### src/rtl/mult_pkg.sv
// Shared types and helpers for the iterative shift-add multiplier.
package mult_pkg;

  typedef enum logic [1:0] {
    OP_MUL    = 2'b00,
    OP_MULH   = 2'b01,
    OP_MULHSU = 2'b10,
    OP_MULHU  = 2'b11
  } mult_op_e;

  typedef enum logic [1:0] {
    ST_IDLE = 2'b00,
    ST_BUSY = 2'b01,
    ST_DONE = 2'b10
  } mult_state_e;

  function automatic logic op_signed_a(mult_op_e op);
    return (op == OP_MULH) || (op == OP_MULHSU);
  endfunction

  function automatic logic op_signed_b(mult_op_e op);
    return (op == OP_MULH);
  endfunction

endpackage

### src/rtl/mult_iter_if.sv
// Request/response and flush signals of mult_iter, seen from the multiplier (slave).
interface mult_iter_if #(
  parameter int XLEN = 32
) ();
  logic            flush_i;
  logic            valid_i;
  logic            ready_o;
  logic [1:0]      op_i;
  logic [XLEN-1:0] a_i;
  logic [XLEN-1:0] b_i;
  logic            valid_o;
  logic            ready_i;
  logic [XLEN-1:0] result_o;

  modport slave (
    input  flush_i, valid_i, op_i, a_i, b_i, ready_i,
    output ready_o, valid_o, result_o
  );

  modport master (
    output flush_i, valid_i, op_i, a_i, b_i, ready_i,
    input  ready_o, valid_o, result_o
  );
endinterface

### src/rtl/mult_step.sv
// One BUSY step: adds BITS_PER_CYCLE shifted partial products into the accumulator.
module mult_step #(
  parameter int XLEN           = 32,
  parameter int BITS_PER_CYCLE = 1
) (
  input  logic [2*XLEN-1:0]         acc_i,
  input  logic [2*XLEN-1:0]         mcand_i,
  input  logic [BITS_PER_CYCLE-1:0] bits_i,
  output logic [2*XLEN-1:0]         acc_o
);

  always_comb begin
    acc_o = acc_i;
    for (int i = 0; i < BITS_PER_CYCLE; i++) begin
      if (bits_i[i]) acc_o = acc_o + (mcand_i << i);
    end
  end

endmodule

### src/rtl/mult_iter.sv
// Iterative RV-M multiplier (MUL/MULH/MULHSU/MULHU), BITS_PER_CYCLE bits per clock.
// Define MULT_ITER_EARLY_EXIT_EN to finish as soon as the remaining multiplier bits are zero.
module mult_iter
  import mult_pkg::*;
#(
  parameter int XLEN           = 32,
  parameter int BITS_PER_CYCLE = 1
) (
  input  logic      clk_i,
  input  logic      rst_ni,
  mult_iter_if.slave bus
);

  localparam int STEPS = XLEN / BITS_PER_CYCLE;
  localparam int CNT_W = $clog2(STEPS) + 1;
  localparam int PW    = 2 * XLEN;

  mult_state_e     state_q, state_d;
  logic            ready_q, ready_d;
  logic [PW-1:0]   acc_q, acc_d;
  logic [PW-1:0]   mcand_q, mcand_d;
  logic [XLEN-1:0] mplier_q, mplier_d;
  logic [XLEN-1:0] result_q, result_d;
  logic [CNT_W-1:0] cnt_q, cnt_d;
  logic            neg_q, neg_d;
  mult_op_e        op_q, op_d;

  logic [PW-1:0]   acc_step;
  logic [PW-1:0]   acc_fin;
  logic            last;
  logic            sa, sb;
  mult_op_e        op_in;

  mult_step #(
    .XLEN           (XLEN),
    .BITS_PER_CYCLE (BITS_PER_CYCLE)
  ) u_step (
    .acc_i   (acc_q),
    .mcand_i (mcand_q),
    .bits_i  (mplier_q[BITS_PER_CYCLE-1:0]),
    .acc_o   (acc_step)
  );

  always_comb begin
    state_d  = state_q;
    ready_d  = ready_q;
    acc_d    = acc_q;
    mcand_d  = mcand_q;
    mplier_d = mplier_q;
    result_d = result_q;
    cnt_d    = cnt_q;
    neg_d    = neg_q;
    op_d     = op_q;

    op_in   = mult_op_e'(bus.op_i);
    sa      = op_signed_a(op_in) && bus.a_i[XLEN-1];
    sb      = op_signed_b(op_in) && bus.b_i[XLEN-1];
    acc_fin = neg_q ? -acc_step : acc_step;
`ifdef MULT_ITER_EARLY_EXIT_EN
    last = (cnt_q == CNT_W'(STEPS - 1)) || ((mplier_q >> BITS_PER_CYCLE) == '0);
`else
    last = (cnt_q == CNT_W'(STEPS - 1));
`endif

    case (state_q)
      ST_IDLE: begin
        ready_d = 1'b1;
        if (bus.valid_i && ready_q) begin
          // The most negative value negates to itself, which is its correct unsigned magnitude.
          mcand_d  = {{XLEN{1'b0}}, (sa ? -bus.a_i : bus.a_i)};
          mplier_d = sb ? -bus.b_i : bus.b_i;
          neg_d    = sa ^ sb;
          op_d     = op_in;
          acc_d    = '0;
          cnt_d    = '0;
          ready_d  = 1'b0;
          state_d  = ST_BUSY;
        end
      end
      ST_BUSY: begin
        acc_d    = acc_step;
        mcand_d  = mcand_q << BITS_PER_CYCLE;
        mplier_d = mplier_q >> BITS_PER_CYCLE;
        cnt_d    = cnt_q + CNT_W'(1);
        if (last) begin
          result_d = (op_q == OP_MUL) ? acc_fin[XLEN-1:0] : acc_fin[PW-1:XLEN];
          state_d  = ST_DONE;
        end
      end
      ST_DONE: begin
        if (bus.ready_i) begin
          state_d = ST_IDLE;
          ready_d = 1'b1;
        end
      end
      default: begin
        state_d = ST_IDLE;
        ready_d = 1'b1;
      end
    endcase

    if (bus.flush_i) begin
      state_d = ST_IDLE;
      ready_d = 1'b1;
      acc_d   = '0;
    end
  end

  always_ff @(posedge clk_i or negedge rst_ni) begin
    if (!rst_ni) begin
      state_q  <= ST_IDLE;
      ready_q  <= 1'b0;
      acc_q    <= '0;
      mcand_q  <= '0;
      mplier_q <= '0;
      result_q <= '0;
      cnt_q    <= '0;
      neg_q    <= 1'b0;
      op_q     <= OP_MUL;
    end else begin
      state_q  <= state_d;
      ready_q  <= ready_d;
      acc_q    <= acc_d;
      mcand_q  <= mcand_d;
      mplier_q <= mplier_d;
      result_q <= result_d;
      cnt_q    <= cnt_d;
      neg_q    <= neg_d;
      op_q     <= op_d;
    end
  end

  assign bus.ready_o  = ready_q;
  assign bus.valid_o  = (state_q == ST_DONE);
  assign bus.result_o = result_q;

endmodule
### src/flat_wrapper.sv
// flat-port wrapper written by rule: the top's interface ports become plain ports
module mult_iter_flat import mult_pkg::*;
#(
  parameter int XLEN           = 32,
  parameter int BITS_PER_CYCLE = 1
)
  (clk_i, rst_ni, bus_flush_i, bus_valid_i, bus_op_i, bus_a_i, bus_b_i, bus_ready_i, bus_ready_o, bus_valid_o, bus_result_o);
  mult_iter_if #(.XLEN(XLEN)) bus_i ();
  input  logic clk_i;
  input  logic rst_ni;
  input wire logic [$bits(bus_i.flush_i)-1:0] bus_flush_i;
  input wire logic [$bits(bus_i.valid_i)-1:0] bus_valid_i;
  input wire logic [$bits(bus_i.op_i)-1:0] bus_op_i;
  input wire logic [$bits(bus_i.a_i)-1:0] bus_a_i;
  input wire logic [$bits(bus_i.b_i)-1:0] bus_b_i;
  input wire logic [$bits(bus_i.ready_i)-1:0] bus_ready_i;
  output wire logic [$bits(bus_i.ready_o)-1:0] bus_ready_o;
  output wire logic [$bits(bus_i.valid_o)-1:0] bus_valid_o;
  output wire logic [$bits(bus_i.result_o)-1:0] bus_result_o;
  assign bus_i.flush_i = bus_flush_i;
  assign bus_i.valid_i = bus_valid_i;
  assign bus_i.op_i = bus_op_i;
  assign bus_i.a_i = bus_a_i;
  assign bus_i.b_i = bus_b_i;
  assign bus_i.ready_i = bus_ready_i;
  assign bus_ready_o = bus_i.ready_o;
  assign bus_valid_o = bus_i.valid_o;
  assign bus_result_o = bus_i.result_o;
  mult_iter #(.XLEN(XLEN), .BITS_PER_CYCLE(BITS_PER_CYCLE)) u_core (.clk_i(clk_i), .rst_ni(rst_ni), .bus(bus_i));
endmodule
### config.mk
export PLATFORM = sky130hd
export DESIGN_NAME = mult_iter_flat
export DESIGN_NICKNAME = d
export VERILOG_FILES = /design/src/rtl/mult_pkg.sv /design/src/rtl/mult_iter_if.sv /design/src/rtl/mult_step.sv /design/src/rtl/mult_iter.sv /design/src/flat_wrapper.sv
export SDC_FILE = /design/constraint.sdc
export NUM_CORES = 1
export LEC_CHECK = 0
export BUFFER_PORTS_ARGS = -buffer_cell sky130_fd_sc_hd__clkbuf_2
export CORE_MARGIN = 3
export CORE_UTILIZATION = 35
export CTS_CLUSTER_DIAMETER = 50
export DETAILED_ROUTE_END_ITERATION = 8
export MAX_ROUTING_LAYER = met4
export PLACE_DENSITY = 0.57
export SETUP_SLACK_MARGIN = 0.15
export SYNTH_ARGS = -nofsm -noshare
export SYNTH_HDL_FRONTEND = slang
export SYNTH_SLANG_ARGS = --single-unit
### constraint.sdc
create_clock -name clk_i -period 4.05 [get_ports clk_i]
set_input_delay 0.2025 -clock clk_i [delete_from_list [all_inputs] [get_ports clk_i]]
set_output_delay 0.2025 -clock clk_i [all_outputs]
set_load 0.02 [all_outputs]
==> results by group, run 1 <==
Timing
  – Max-slew headroom: 27.4%
  – Final Critical Period: 4410 ps
  – Worst slew pin tran: 1090 ps
  – Final Cycle Share: 109%
  – Setup ws final: -363 ps
  – RSZ-0062 raised after global routing: yes
  – Fmax: 227 MHz
  – Final Skew: 22.8 ps
  – Hold slack: 10.1 ps
  – Fin. max-slew vios: 0
  – Final Hold Fails: 0
  – Endpoints failing setup: 28

Critical path
  – Crit path required time: 4540 ps
  – Worst setup SP type: register
  – Worst Path Arrival: 4900 ps
  – WS Path Type: reg -> reg
  – R2R Path Start: u_core.acc_q[7]
  – Crit path from: u_core.acc_q[7]
  – Largest fanout on the critical path: 4
  – Critical Path Sink Type: register

GRT
  – Aggregate global routing overflow: 0
  – GR Util All Layers: 29.4%
  – Largest net degree at the start of global routing: 98
  – Initial antenna violation count: 1
  – First-pass GRT wire length: 115 mm
  – Vias in the first global route: 19700

Clocking
  – CTS tree: yes
  – Clock buffer depth: 3
  – Clk root buf: clkbuf_16
  – Worst-Skew Late Latency: 550 ps
  – Reg clk slew, reported paths: 60 ps
  – Num CTS Buffers: 37
  – H-tree levels: 2
  – Clock Sink Count: 204

Logic synthesis
  – Synthesized area: 17200 um2
  – Yosys cell types: 101
  – Post-synth ARST share: 100%
  – Mean Syn Cell Area: 7.79 um2
  – Synth warnings: 0
  – Yosys reg bits: 204
  – Mapped Nets: 2347
  – Ys flop type: dfrtp_1
  – Cells after synthesis: 2207
  – Sequential-to-total area share from yosys stat: 29.7%
  – Number of synthesized flops with an enable pin: 0

Final layout
  – P&R area growth vs syn: 44.8%
  – Final net count: 2933
  – Register Area: 5110 um2
  – Final Cell Area: 24900 um2
  – Multi-input logic area: 12500 um2
  – Post-layout util: 51.7%
  – Layout fillers: 4630
  – Ratio of cells with drive above 1 in the final layout: 32.6%

Detailed routing
  – DRT Pass-1 Iters: 8
  – WL/cell: 21.6 um
  – Initial DRC count: 1720
  – Remaining DRCs: 0
  – Post-Route WL: 75.1 mm
  – DR vias: 20374
  – Via density: 5.86
  – Final ANT Viol Nets: 0

Placed design
  – Dpl ws: -590 ps
  – RePlAce Congestion: 1.01
  – Port Buf Inserts: 104
  – Post-DP HPWL: 57.7 mm
  – Area after DPL: 22000 um2

Job
  – Max Cap Viol: 0

Floorplanning
  – Die area: 51800 um2
  – Die H: 228 um
  – Row count: 80
  – Core Box Area: 48100 um2
  – Starting density of the core: 35.7%
  – Ports: 105
  – Die width: 228 um

Hold path
  – Worst hold path class: in -> reg
  – Hold Crit Start: bus_b_i[22]

Outcome
  – Status: finished, violations left
  – Failing checks: negative setup slack

Power and ir drop
  – P_int: 0.00649 W
  – Leak Pwr: 10.9 nW
  – Design Power: 0.0105 W
  – Sw power: 0.00404 W
  – Logic pwr share: 45.0%
  – Sequential Power Share: 23.8%
  – Clock group share of total power: 31.2%
  – PD cells: 423 nW/um2
  – Max VDD drop: 291 uV
  – Switching portion of total power: 38.4%
## path summary, 6_finish.rpt
| kind | to | slack (ps) | cells past startpoint |
|---|---|---|---|
| worst max register to register | u_core.bus.result_o[15] | -360 | 16 |
| worst min-delay path | u_core.mplier_q[22] | 10 | 3 |
| worst min register to register | u_core.mplier_q[31] | 490 | 1 |
| min in group asynchronous | u_core.mcand_q[33] | 280 | 2 |
| worst max-delay path | u_core.bus.result_o[15] | -360 | 16 |
| max in group asynchronous | u_core.mplier_q[0] | 2630 | 3 |
## cell usage in the layout, fill, tap and decap left out, types with 29 or more instances in the layout
cell	Yosys	layout
a21oi_1	153	131
a22oi_1	64	63
buf_4	1	526
clkbuf_16	0	37
clkbuf_2	3	103
dfrtp_1	204	201
dlygate4sd3_1	0	37
ha_1	68	50
mux2i_1	33	32
nand2_1	312	310
nand3_1	62	53
nand4_1	54	54
nor2_1	151	141
nor3_1	54	39
o21ai_0	283	263
o31ai_1	30	29
xnor2_1	43	40
xor2_1	66	64
## routing by layer
| layer | track usage (%) | up-vias | routed length (um) |
|---|---|---|---|
| met5 | - | - | 0 |
| met4 | 12.9 | 0 | 3650 |
| met3 | 3.38 | 160 | 4690 |
| met2 | 46.5 | 781 | 34400 |
| met1 | 38.1 | 9936 | 32400 |
| li1 | - | 9497 | - |
## power by group through the flow
stage / Sequential (W) / Combinational, W / Clock (W)
2_1_floorplan: 0.00244 / 0.00214 / 0
3_3_place_gp: 0.00249 / 0.00414 / 0
3_5_place_dp: 0.00250 / 0.00417 / 0
4_1_cts: 0.00249 / 0.00456 / 0.00335
5_1_grt: 0.00253 / 0.00506 / 0.00345
6_report: 0.00250 / 0.00473 / 0.00329
## flip-flops by register name, summed over array words and instances (netlist names)
name / cells
u_core.cnt_q: 6
u_core.state_q: 2
u_core.acc_q: 64
u_core.mcand_q: 64
u_core.op_q: 2
u_core.bus.ready_o: 1
u_core.bus.result_o: 32
u_core.neg_q: 1
u_core.mplier_q: 32
## kinds of logic after synthesis
| kind of cell | Yosys count | share of synthesized area [%] |
|---|---|---|
| AND/OR/NAND/NOR | 814 | 22.9 |
| AO/OA/AOI/OAI | 803 | 30.2 |
| flip-flops | 204 | 29.7 |
| buffers and inverters | 162 | 3.70 |
| XOR/XNOR | 109 | 5.56 |
| adder cells (fa/ha/maj) | 69 | 5.07 |
| multiplexers | 46 | 2.80 |
## critical path, stage by stage, from the launching register on
cell     delay [ps]
dfrtp_1         420
ha_1            350
a21oi_2         210
buf_4           150
nand2_1         100
buf_4           160
o21ai_1         220
xnor2_1         160
o31a_1          330
or4b_4          580
or3_4           370
or3_4           390
buf_6           150
nor3_4          130
nor4_1           60
a31oi_1         350
a31o_2          210
## area by class of cell
cell class	count	share of cell area (%)
Timing Repair Buffer	685	20.3
Clock buffer	50	4.04
Inverter	24	0.362
Multi-Input combinational cell	1841	50.3
Tap cell	656	3.30
Antenna cell	2	0.0201
Sequential cell	204	20.5
Clock inverter	17	1.09
## stage by stage
step | cells | setup TNS, ps
2_1_floorplan | 2207 | -64.9
3_3_place_gp | 3338 | -12640
3_5_place_dp | 3338 | -14420
4_1_cts | 3471 | -3940
5_1_grt | 3478 | -9660
6_report | 3479 | -5640
## cells in the mapped netlist (22+ instances only)
cell type / n / area share (%)
ha_1: 68 / 5.0
nor4_1: 28 / 1.0
xnor2_1: 43 / 2.2
a22o_1: 22 / 1.1
o21ai_0: 283 / 8.2
o31ai_1: 30 / 1.3
nor3_1: 54 / 1.6
nor2_1: 151 / 3.3
a31oi_1: 26 / 0.95
a211oi_1: 22 / 0.96
or3_1: 26 / 0.95
nand2_1: 312 / 6.8
clkbuf_1: 103 / 2.2
dfrtp_1: 204 / 30
nand3_1: 62 / 1.8
nand4_1: 54 / 2.0
xor2_1: 66 / 3.4
a21oi_1: 153 / 4.5
mux2i_1: 33 / 1.9
a22oi_1: 64 / 2.8
inv_1: 23 / 0.50
## repair_timing
item                                   in CTS  in global routing
setup endpoints to repair                  34                 33
endpoints found under the hold margin     130                  0
buffers inserted                           29                  6
pin swaps                                  68                 31
gates cloned                                0                  0
resized for setup                         156                 47
hold buffers                               37                  0
Note: power is estimated with default switching activity, not from simulation.
==> run 2: changes to the inputs <==
--- a/config.mk
+++ b/config.mk
@@ -9,6 +9,7 @@
 export CORE_MARGIN = 3
 export CORE_UTILIZATION = 35
 export CTS_CLUSTER_DIAMETER = 50
+export CTS_CLUSTER_SIZE = 12
 export DETAILED_ROUTE_END_ITERATION = 8
 export MAX_ROUTING_LAYER = met4
 export PLACE_DENSITY = 0.57
==> constraint.sdc (replaced) <==
create_clock -name clk_i -period 3.95 [get_ports clk_i]
set_input_delay 0.1975 -clock clk_i [delete_from_list [all_inputs] [get_ports clk_i]]
set_output_delay 0.1975 -clock clk_i [all_outputs]
set_load 0.02 [all_outputs]
==> results by group, run 2 (synthesis results as in run 1) <==
Outcome
  – Status: finished, violations left
  – Failing checks: negative setup slack

Final layout
  – Register Area: 5110 um2 (about the same)
  – Largest regs: u_core.acc_q x64, u_core.mcand_q x64
  – Final net count: 3033 (+3.4%)
  – Most frequent cells in the layout: buf_4, nand2_1, o21ai_0, dfrtp_1, nor2_1
  – Commonest non-fill, non-tap cell in the layout: buf_4
  – Post-layout util: 54.0% (+2.3 points)
  – Fin cells: 3581 (+2.9%)
  – Ratio of cells with drive above 1 in the final layout: 35.5% (+2.9 points)
  – Multi-input logic area: 12700 um2 (+1.7%)
  – Layout fillers: 4559 (-1.5%)
  – P&R area growth vs syn: 51.3%

Clocking
  – H-tree levels: 2 (unchanged)
  – Clock Sink Count: 204 (unchanged)
  – Clock buffer depth: 3 (unchanged)
  – CTS tree: yes
  – Num CTS Buffers: 39 (+5.4%)
  – Reg clk slew, reported paths: 50 ps (about the same)
  – Worst-Skew Late Latency: 580 ps (+30 ps)
  – Clk root buf: clkbuf_16

GRT
  – Vias in the first global route: 19940 (+1.2%)
  – Initial antenna violation count: 0 (-1)
  – Aggregate global routing overflow: 0 (unchanged)
  – Largest net degree at the start of global routing: 84 (-14%)
  – First-pass GRT wire length: 118 mm (+2.9%)
  – GR Util All Layers: 30.5% (+1.1 points)

Timing
  – Worst slew pin tran: 1100 ps (+13.5 ps)
  – Final Critical Period: 4410 ps (-0.932 ps)
  – Final Skew: 31.2 ps (+8.46 ps)
  – Final Cycle Share: 112% (+2.7 points)
  – Max-slew headroom: 26.6% (-0.82 points)
  – Endpoints failing setup: 31 (+11%)
  – RSZ-0062 raised after global routing: yes
  – Fmax: 227 MHz (about the same)
  – Setup_tns: -9030 ps (-3390 ps)
  – Setup ws final: -462 ps (-99.1 ps)
  – Hold slack: 16.9 ps (+6.85 ps)
  – Fin. max-slew vios: 0 (unchanged)
  – Final Hold Fails: 0 (unchanged)

Critical path
  – Critical Path Sink Type: register
  – Reg-to-reg setup timing slack: -460 ps (-100 ps)
  – CP dominant cell by count: or3_4
  – WS Path Type: reg -> reg
  – CP cell instances: ha_2 -> inv_2 -> fa_2 -> nor2b_4 -> o31a_4 -> o21a_1 -> or3_4 -> a311o_1 -> or4b_4 -> or3_4 -> or3_4 -> nor4_4 -> buf_4 -> o21ai_2 -> mux2_4 -> o211ai_2
  – Worst Path Arrival: 4900 ps (about the same)
  – Cell family with most CP delay: simple AND/OR/NAND/NOR gates
  – CP max stage delay: 540 ps (-40 ps)
  – Worst setup SP type: register
  – Largest fanout on the critical path: 8 (+4)
  – Crit path required time: 4430 ps (-110 ps)
  – Critical Path Slowest Stage Cell: or4b_4
  – Buf/Inv on CP: 2 (-1)

Floorplanning
  – Core Box Area: 48100 um2 (unchanged)
  – Die area: 51800 um2 (unchanged)
  – Die width: 228 um (unchanged)
  – Die H: 228 um (unchanged)
  – Row count: 80 (unchanged)
  – Starting density of the core: 35.7% (unchanged)
  – Ports: 105 (unchanged)

Detailed routing
  – DRT Pass-1 Iters: 5 (-3)
  – Remaining DRCs: 0 (unchanged)
  – WL/cell: 21.9 um (+1.6%)
  – Post-Route WL: 78.6 mm (+4.6%)
  – DR vias: 20605 (+1.1%)
  – Via density: 5.75 (-1.7%)
  – Final ANT Viol Nets: 0 (unchanged)
  – Initial DRC count: 1724 (+0.23%)

Placed design
  – RePlAce Congestion: 1.05 (+4.1%)
  – Post-DP HPWL: 60.3 mm (+4.4%)
  – Port Buf Inserts: 104 (unchanged)
  – Placed cell count: 3425 (+2.6%)

Hold path
  – Worst hold path class: in -> reg

Job
  – Max Cap Viol: 0 (unchanged)

Power and ir drop
  – PD cells: 429 nW/um2 (+1.5%)
  – Max VDD drop: 290 uV (-0.23%)
  – Leak Pwr: 11.5 nW (+6.2%)
==> run 2: cell count changes in the layout (fill, tap and decap cells not counted), moves of 6 or more <==
| cell | change |
|---|---|
| buf_4 | +76 |
| clkbuf_1 | -7 |
| dlygate4sd3_1 | +19 |
| ha_1 | +6 |
| ha_4 | -7 |
| o21ai_0 | -13 |
| o21ai_1 | +10 |
==> run 2: routing by layer <==
metal / routed length (um) / GRT usage, % / up-vias
li1: - / - / 9687
met1: 34700 / 40.2 / 10017
met4: 2990 / 10.7 / 0
met2: 36600 / 48.8 / 747
met3: 4290 / 3.28 / 154
met5: 0 / - / -
==> run 2: report_power, final <==
group	internal [W]	switching, W
logic	0.00218	0.00287
registers	0.00233	0.000206
clock network	0.00229	0.00129
==> run 2: layout make-up <==
type,instances,share of cell area [%]
Sequential cell,204,19.6
Clock buffer,45,3.95
Inverter,24,0.346
Tap cell,656,3.16
Antenna cell,1,0.00962
Timing Repair Buffer,783,22.5
Multi-Input combinational cell,1841,49.0
Clock inverter,27,1.39
==> run 2: worst reg2reg max path: stages (launching register included) <==
cell,delay [ps]
dfrtp_1,410
ha_2,220
inv_2,60
fa_2,220
nor2b_4,60
o31a_4,330
o21a_1,220
or3_4,340
a311o_1,300
or4b_4,540
or3_4,390
or3_4,390
nor4_4,180
buf_4,200
o21ai_2,60
mux2_4,310
o211ai_2,130
==> run 2: what timing repair did <==
| action | 4_1_cts | 5_1_grt |
|---|---|---|
| endpoints found under the hold margin | 136 | 0 |
| gates resized for setup | 98 | 158 |
| setup endpoints to repair | 33 | 35 |
| setup buffers | 11 | 16 |
| pin swaps | 39 | 80 |
| hold buffers | 56 | 0 |
==> run 2: metrics by stage <==
stage / setup slack, ps / instance area, um2 / power, W
5_1_grt: -588 / 26000 / 0.0117
3_3_place_gp: -644 / 22600 / 0.00696
2_1_floorplan: -164 / 17300 / 0.00470
6_report: -462 / 26000 / 0.0112
4_1_cts: -429 / 25100 / 0.0108
3_5_place_dp: -645 / 22600 / 0.00699
==> run 2: final timing paths <==
kind / start / endpoint / cells after the start
worst max-delay path: u_core.mcand_q[0] / u_core.bus.result_o[23] / 16
worst min-delay path: bus_b_i[10] / u_core.mplier_q[10] / 3
worst max register to register: u_core.mcand_q[0] / u_core.bus.result_o[23] / 16
worst min register to register: u_core.mplier_q[31] / u_core.mplier_q[31] / 1
max in group asynchronous: rst_ni / u_core.acc_q[50] / 3
min in group asynchronous: rst_ni / u_core.acc_q[17] / 2
==> run 3: changes to the inputs <==
--- a/config.mk
+++ b/config.mk
@@ -14,6 +14,7 @@
 export MAX_ROUTING_LAYER = met4
 export PLACE_DENSITY = 0.57
 export SETUP_SLACK_MARGIN = 0.15
+export SKIP_CTS_REPAIR_TIMING = 1
 export SYNTH_ARGS = -nofsm -noshare
 export SYNTH_HDL_FRONTEND = slang
 export SYNTH_SLANG_ARGS = --single-unit
==> results by group, run 3 (synthesis results as in run 1) <==
Outcome
  – Status: finished, violations left
  – Failing checks: negative hold slack, negative setup slack

Floorplanning
  – Starting density of the core: 35.7% (unchanged)
  – Die H: 228 um (unchanged)
  – Die area: 51800 um2 (unchanged)
  – Core Box Area: 48100 um2 (unchanged)
  – Ports: 105 (unchanged)
  – Die width: 228 um (unchanged)
  – Row count: 80 (unchanged)

Placed design
  – Dpl ws: -645 ps (unchanged)
  – RePlAce Congestion: 1.05 (unchanged)
  – Port Buf Inserts: 104 (unchanged)
  – Post-DP HPWL: 60.3 mm (unchanged)

Detailed routing
  – DRT Pass-1 Iters: 7 (+2)
  – Initial DRC count: 1581 (-8.3%)
  – WL/cell: 21.9 um (-0.13%)
  – Via density: 5.77 (+0.36%)
  – Remaining DRCs: 0 (unchanged)
  – Post-Route WL: 77.7 mm (-1.1%)
  – DR vias: 20471 (-0.65%)
  – Final ANT Viol Nets: 0 (unchanged)

Clocking
  – Num CTS Buffers: 39 (unchanged)
  – Worst-Skew Late Latency: 580 ps (about the same)
  – CTS tree: yes
  – Clock Sink Count: 204 (unchanged)
  – Clk root buf: clkbuf_16
  – Reg clk slew, reported paths: 60 ps (about the same)
  – Clock buffer depth: 3 (unchanged)
  – H-tree levels: 2 (unchanged)

Timing
  – Final Critical Period: 4380 ps (-30.0 ps)
  – Endpoints failing setup: 30 (-3.2%)
  – Final Hold Fails: 18 (+18)
  – Fmax: 228 MHz (+0.69%)
  – Max-slew headroom: 28.5% (+1.9 points)
  – Worst slew pin tran: 1070 ps (-28.2 ps)
  – RSZ-0062 raised after global routing: yes
  – Setup ws final: -432 ps (+30.0 ps)
  – Fin. max-slew vios: 0 (unchanged)
  – Hold slack: -38.5 ps (-55.4 ps)
  – Final Skew: 31.1 ps (-0.159 ps)
  – Final Cycle Share: 111% (-0.76 points)

Critical path
  – Crit Reg-Reg Endpoint: u_core.bus.result_o[23]
  – Critical Path Sink Type: register
  – Reg-to-reg setup timing slack: -430 ps (+30 ps)
  – Worst setup SP type: register
  – R2R Path Start: u_core.mcand_q[0]
  – Buf/Inv on CP: 2 (unchanged)
  – WS Path Type: reg -> reg
  – Critical Path Slowest Stage Cell: or4b_4
  – CP max stage delay: 550 ps (about the same)
  – Largest fanout on the critical path: 8 (unchanged)
  – CP cell instances: ha_4 -> inv_2 -> fa_2 -> nor2b_4 -> o31a_4 -> o21a_1 -> or3_4 -> a311o_1 -> or4b_4 -> or3_4 -> or3_4 -> nor4_4 -> buf_4 -> o21ai_2 -> mux2_4 -> o211ai_2
  – Crit path required time: 4430 ps (about the same)
  – Worst R2R Path Depth: 16 (unchanged)
  – Cell family with most CP delay: simple AND/OR/NAND/NOR gates
  – CP dominant cell by count: or3_4
  – Worst Path Arrival: 4870 ps (-30 ps)

Final layout
  – Ratio of cells with drive above 1 in the final layout: 36.6% (+1.1 points)
  – P&R area growth vs syn: 49.9%
  – Commonest non-fill, non-tap cell in the layout: buf_4
  – Most frequent cells in the layout: buf_4, nand2_1, o21ai_0, dfrtp_1, nor2_1
  – Antenna Cells: 0 (-1)
  – Final net count: 2998 (-1.2%)
  – Largest regs: u_core.acc_q x64, u_core.mcand_q x64

Power and ir drop
  – PD cells: 433 nW/um2 (+0.96%)
  – Leak Pwr: 11.4 nW (-1.2%)
  – Design Power: 0.0112 W (about the same)
  – Max VDD drop: 290 uV (about the same)

GRT
  – GR Util All Layers: 29.7% (-0.75 points)
  – Vias in the first global route: 19317 (-3.1%)
  – Initial antenna violation count: 0 (unchanged)
  – First-pass GRT wire length: 115 mm (-2.5%)
  – Largest net degree at the start of global routing: 84 (unchanged)
  – Aggregate global routing overflow: 0 (unchanged)

Hold path
  – Hold Path Depth: 3 (unchanged)
  – Hold Crit Start: bus_b_i[29]
  – Worst hold path class: in -> reg
  – Hold Crit Endpoint: u_core.mplier_q[29]

Job
  – Max Cap Viol: 0 (unchanged)
==> run 3: changes by cell type in the layout (fill, tap and decap cells not counted), moves of 3 or more <==
cell,delta
a21oi_1,-9
a21oi_2,+9
dlygate4sd3_1,-36
ha_4,+4
nor2_2,-3
nor4_2,+3
nor4_4,-3
==> run 3: layout make-up <==
class	instances	area, um2
Fill cell	4596	22400
Multi-Input combinational cell	1841	12800
Timing Repair Buffer	748	5520
Sequential cell	204	5110
Clock buffer	45	1030
Tap cell	656	821
Clock inverter	27	360
Inverter	24	90.1
==> run 3: layer usage <==
| layer | routed length, um | vias to the layer above | global-route usage, % |
|---|---|---|---|
| met5 | 0 | - | - |
| met4 | 2810 | 0 | 9.37 |
| met3 | 4270 | 131 | 3.00 |
| met2 | 36300 | 708 | 47.6 |
| met1 | 34300 | 10002 | 39.8 |
| li1 | - | 9630 | - |
==> run 3: worst reg2reg max path, cell delays in order (launching register included) <==
cell      delay, ps
dfrtp_1         430
ha_4            200
inv_2            50
fa_2            220
nor2b_4          60
o31a_4          330
o21a_1          210
or3_4           330
a311o_1         300
or4b_4          550
or3_4           390
or3_4           390
nor4_4          170
buf_4           190
o21ai_2          60
mux2_4          310
o211ai_2        130
==> run 3: metrics by stage <==
step	std cells	cell area (um2)	TNS (ps)	util, %
6_report	3545	25800	-7650	53.5
5_1_grt	3545	25800	-11800	53.5
4_1_cts	3497	24000	-15230	49.9
3_5_place_dp	3425	22600	-14330	47.0
3_3_place_gp	3425	22600	-13860	47.0
2_1_floorplan	2207	17300	-682	-
==> run 3: worst max path at each step <==
stage,start,to,cells after the start
CTS,u_core.mcand_q[4],u_core.bus.result_o[30],16
global route,u_core.mcand_q[0],u_core.bus.result_o[23],16
global placement,u_core.mcand_q[15],u_core.bus.result_o[30],15
detailed placement,u_core.acc_q[1],u_core.bus.result_o[17],15
floorplan,u_core.mcand_q[0],u_core.bus.result_o[23],15
finish,u_core.mcand_q[0],u_core.bus.result_o[23],16
==> run 3: power breakdown <==
part | total, W | switching (W) | leakage [nW] | internal (W)
combinational | 0.00504 | 0.00284 | 8.01 | 0.00219
clock | 0.00359 | 0.00130 | 0.680 | 0.00229
sequential | 0.00254 | 0.000211 | 2.72 | 0.00233
